==> config.mk <==
export PLATFORM = sky130hd
export DESIGN_NAME = tx_arbiter
export DESIGN_NICKNAME = d
export VERILOG_FILES = /design/src/rtl/tx_arbiter.sv
export SDC_FILE = /design/constraint.sdc
export NUM_CORES = 1
export LEC_CHECK = 0
export CORE_MARGIN = 1.5
export CORE_UTILIZATION = 46
export CTS_CLUSTER_SIZE = 12
export DETAILED_ROUTE_END_ITERATION = 10
export GPL_ROUTABILITY_DRIVEN = 1
export PLACE_DENSITY = 0.78
export SLEW_MARGIN = 40
export SYNTH_ARGS = -nofsm -noshare
export SYNTH_HDL_FRONTEND = slang
export SYNTH_SLANG_ARGS = --single-unit
export TNS_END_PERCENT = 1
==> constraint.sdc <==
create_clock -name CLK -period 2.8 [get_ports CLK]
set_input_delay 0.42 -clock CLK [delete_from_list [all_inputs] [get_ports CLK]]
set_output_delay 0.42 -clock CLK [all_outputs]
set_load 0.01 [all_outputs]
==> src/rtl/tx_arbiter.sv <==
// tx_arbiter: two-requester round-robin arbiter feeding a UART transmitter with packet lock, inter-byte gap and hold timeout
module tx_arbiter #(
  parameter int GAP_CYCLES   = 2,
  parameter int HOLD_TIMEOUT = 1000
) (
  input  logic       CLK,
  input  logic       RST,
  input  logic       Req0_Valid_in,
  input  logic       Req1_Valid_in,
  input  logic [7:0] Req0_Byte_in,
  input  logic [7:0] Req1_Byte_in,
  input  logic       Req0_Last_in,
  input  logic       Req1_Last_in,
  output logic       Req0_Ready_out,
  output logic       Req1_Ready_out,
  output logic       Tx_DV_out,
  output logic [7:0] Tx_Byte_out,
  input  logic       Tx_Done_in,
  output logic [1:0] Grant_out,
  output logic       Busy_out,
  output logic       Timeout_out
);
  typedef enum logic [2:0] {IDLE, SEND, WAIT, GAP, HOLD} state_t;
  state_t      state;
  logic        ptr;
  logic        lock;
  logic        last;
  logic [7:0]  gap_cnt;
  logic [15:0] hold_cnt;
  logic        win1;
  logic        acc0;
  logic        acc1;
  // Pick the IDLE winner and expose Ready only to the current owner
  always_comb begin
    win1 = (Req0_Valid_in & Req1_Valid_in) ? ptr : Req1_Valid_in;
    Req0_Ready_out = ~RST & ((state == IDLE) ? (Req0_Valid_in & ~win1) : (state == HOLD) & Grant_out[0]);
    Req1_Ready_out = ~RST & ((state == IDLE) ? (Req1_Valid_in & win1) : (state == HOLD) & Grant_out[1]);
    acc0 = Req0_Ready_out & Req0_Valid_in;
    acc1 = Req1_Ready_out & Req1_Valid_in;
  end
  assign Busy_out = (state != IDLE);
  // Arbitration FSM; a packet stays locked to its owner until Last completes or the hold times out
  always_ff @(posedge CLK) begin
    if (RST) begin
      state       <= IDLE;
      ptr         <= 1'b0;
      lock        <= 1'b0;
      last        <= 1'b0;
      gap_cnt     <= '0;
      hold_cnt    <= '0;
      Tx_DV_out   <= 1'b0;
      Tx_Byte_out <= 8'h00;
      Grant_out   <= 2'b00;
      Timeout_out <= 1'b0;
    end else begin
      Tx_DV_out   <= 1'b0;
      Timeout_out <= 1'b0;
      case (state)
        IDLE, HOLD: begin
          if (acc0 | acc1) begin
            Tx_Byte_out <= acc1 ? Req1_Byte_in : Req0_Byte_in;
            last        <= acc1 ? Req1_Last_in : Req0_Last_in;
            Grant_out   <= acc1 ? 2'b10 : 2'b01;
            Tx_DV_out   <= 1'b1;
            hold_cnt    <= '0;
            state       <= SEND;
          end else if (state == HOLD) begin
            if (hold_cnt == 16'(HOLD_TIMEOUT - 1)) begin
              Timeout_out <= 1'b1;
              Grant_out   <= 2'b00;
              lock        <= 1'b0;
              ptr         <= ~Grant_out[1];
              hold_cnt    <= '0;
              state       <= IDLE;
            end else begin
              hold_cnt <= hold_cnt + 16'd1;
            end
          end
        end
        SEND: state <= WAIT;
        WAIT: begin
          if (Tx_Done_in) begin
            gap_cnt <= '0;
            state   <= GAP;
            lock    <= ~last;
            if (last) begin
              ptr       <= ~Grant_out[1];
              Grant_out <= 2'b00;
            end
          end
        end
        GAP: begin
          if (gap_cnt == 8'(GAP_CYCLES - 1)) begin
            gap_cnt  <= '0;
            hold_cnt <= '0;
            state    <= lock ? HOLD : IDLE;
          end else begin
            gap_cnt <= gap_cnt + 8'd1;
          end
        end
        default: state <= IDLE;
      endcase
    end
  end
endmodule

==> flow_summary.ini <==
[status]
status = complete, no violations

[synth]
synth.avg_cell_area_um2 = 8.68
ys_seq_area_frac = 0.375
synth-main-ff-cell = dfxtp_1
yosysTopAreaCell = dfxtp_1
synth_warnings = 0
synth.top_cells.by_area = dfxtp_1 38%, nor2_1 5.5%, a211oi_1 4.7%
netlist.area_leader.share = 0.375
yosysUniqueCellTypes = 50
synth_edf_count = 0
ys_ff_latch = 42
syn_area_mm2 = 0.00224
async_reset_ff_frac = 0
syn_nets = 284
syn_inst = 258

[run]
maxCapViolations = 0

[finish]
fin_area_mm2 = 0.00274
seq_area_um2 = 841
layout.cells.non_filler = 350
final_cell_mix = 42 x dfxtp_1, 37 x clkdlybuf4s50_1, 33 x nor2_1
drive_gt1_frac = 0.0709
final_common_cell = dfxtp_1
diodes = 0
finish.utilization = 0.584
final_nets = 322
areaGrowthSynthToFinish_pct = 22.4
nFillCells = 414
multi_input_area_mm2 = 0.00131

[routing]
drt_wl_total_mm = 4.74
viasPerCell = 5.69
dr.pass1.iters = 4
dr.first_iter.drc_count = 140
drc_errors = 0
vias = 1991
ant_nets = 0
wl_per_cell_um = 13.5

[critical_path]
cp-start-kind = input port
worstPathMaxFanout = 6
critPathLaunch = Req1_Valid_in
worstPathRequired_ns = 2.38
path_class = input port to primary output
r2r_start = hold_cnt[0]$_SDFFE_PP0P_
cp.arrival_ns = 2.14
endpoint_kind = primary output

[pwr]
powerDensity_mw_per_mm2 = 446
peakVddDrop_uv = 226
leakage_nw = 0.962

[global_route]
overflow = 0
antenna_found_initial = 0
grtUsageTotal = 0.196
grt_pass1_wl_mm = 8.16
grt_max_degree = 27
grt_pass1_vias = 1833

[placement]
dpl-instance-area_mm2 = 0.00267
port_buffers = 37
placedCellCount = 343
post-place-ws_ns = 0.249
dp_hpwl_mm = 3.35
gp_routability_congestion = 0.803

[timing]
hold_viol = 0
rsz0062_at_grt = no
fin_crit_ns = 2.56
setup_viol = 0
worst_pin_slew_ns = 0.524
final_max_slew_viol_count = 0
clock.fmax_ghz = 0.390
finClkSkew_ns = 0.00345
fin_tns_setup_ns = 0
max_slew_margin = 0.650
fin_crit_sh = 0.915
setup_ws_ns = 0.239

[floorplanning]
die_area_mm2 = 0.00530
num_rows = 25
ios = 38
dieHeight_um = 72.8
coreArea_mm2 = 0.00469
dieWidth_um = 72.8
start_util = 0.477

[cts]
cts_setup_buffers = 0
insertion_delay_ns = 0.29
numCtsBuffers = 5
cts_resized = 0
h-tree-depth = 2
clockBufferDepth = 2
cts-root-buf = clkbuf_8
cts.sinks = 42
cts.clk_slew.worst_paths_ns = 0.07
hold_buffers = 0
cts_tree = built

[hold_path]
min-delay-start = lock$_SDFFE_PP0P_
hold_path_class = register to register
==> synthesized netlist by cell type (4+ instances only) <==
library cell,count
a211oi_1,14
a21oi_1,19
and3_1,4
clkbuf_1,7
dfxtp_1,42
inv_1,8
mux2i_1,10
nand2_1,14
nand3_1,6
nand3b_1,8
nand4_1,6
nor2_1,33
nor3_1,7
o21ai_0,14
or3_1,7
xnor2_1,10
==> worst paths after layout <==
check | to | slack [ns] | cells past startpoint
worst max-delay path | Req1_Ready_out | 0.24 | 4
worst min-delay path | state[2]$_SDFFE_PP0P_ | 0.50 | 2
worst max register to register | ptr$_SDFFE_PP0P_ | 0.50 | 6
worst min register to register | state[2]$_SDFFE_PP0P_ | 0.50 | 2
==> per-stage QoR <==
step / hold slack, ns / power, W
detailed placement: 0.484 / 0.000870
global placement: 0.484 / 0.000867
global route: 0.524 / 0.00128
finish: 0.496 / 0.00122
floorplan: 0.461 / 0.000768
CTS: 0.503 / 0.00123
==> registers in the layout, summed over array words and instances, names as in the netlist <==
register and cells:
Tx_DV_out 1, hold_cnt 16, Timeout_out 1, last 1, ptr 1, Grant_out 2
Tx_Byte_out 8, state 3, gap_cnt 8, lock 1
==> worst max-delay path: stages <==
cell and delay, ns:
clkdlybuf4s50_1 0.57, or3b_2 0.46, a21oi_1 0.15, clkdlybuf4s50_1 0.55
==> power by group <==
group	switching, W	internal, W	total, W
sequential	0.0000220	0.000622	0.000644
combinational	0.000100	0.000112	0.000213
clock	0.000194	0.000172	0.000366
total	0.000316	0.000906	0.00122
==> kinds of logic (layout without fill, tap and decap cells) <==
kind of cell	after synthesis	count (layout)	synth area share
AND/OR/NAND/NOR	106	106	0.263
AO/OA/AOI/OAI	67	67	0.222
flip-flops	42	42	0.375
buffers and inverters	20	58	0.0391
XOR/XNOR	10	10	0.0391
multiplexers	10	10	0.0447
adder cells (fa/ha/maj)	3	3	0.0168
==> per-layer routing <==
layer / vias to the layer above / wire length, µm / global-route usage
met5: - / 0 / 0
met4: 0 / 72 / 0.0713
met3: 7 / 368 / 0.0580
met2: 61 / 1970 / 0.291
met1: 902 / 2330 / 0.270
li1: 1021 / - / -
==> layout make-up <==
cell class,instances,share of cell area
multi-input cells,196,0.478
well taps,54,0.0246
clock buffers,7,0.0278
repair buffers,43,0.152
inverters,8,0.0110
flip-flops and latches,42,0.307
Note: power is estimated with default switching activity, not from simulation.
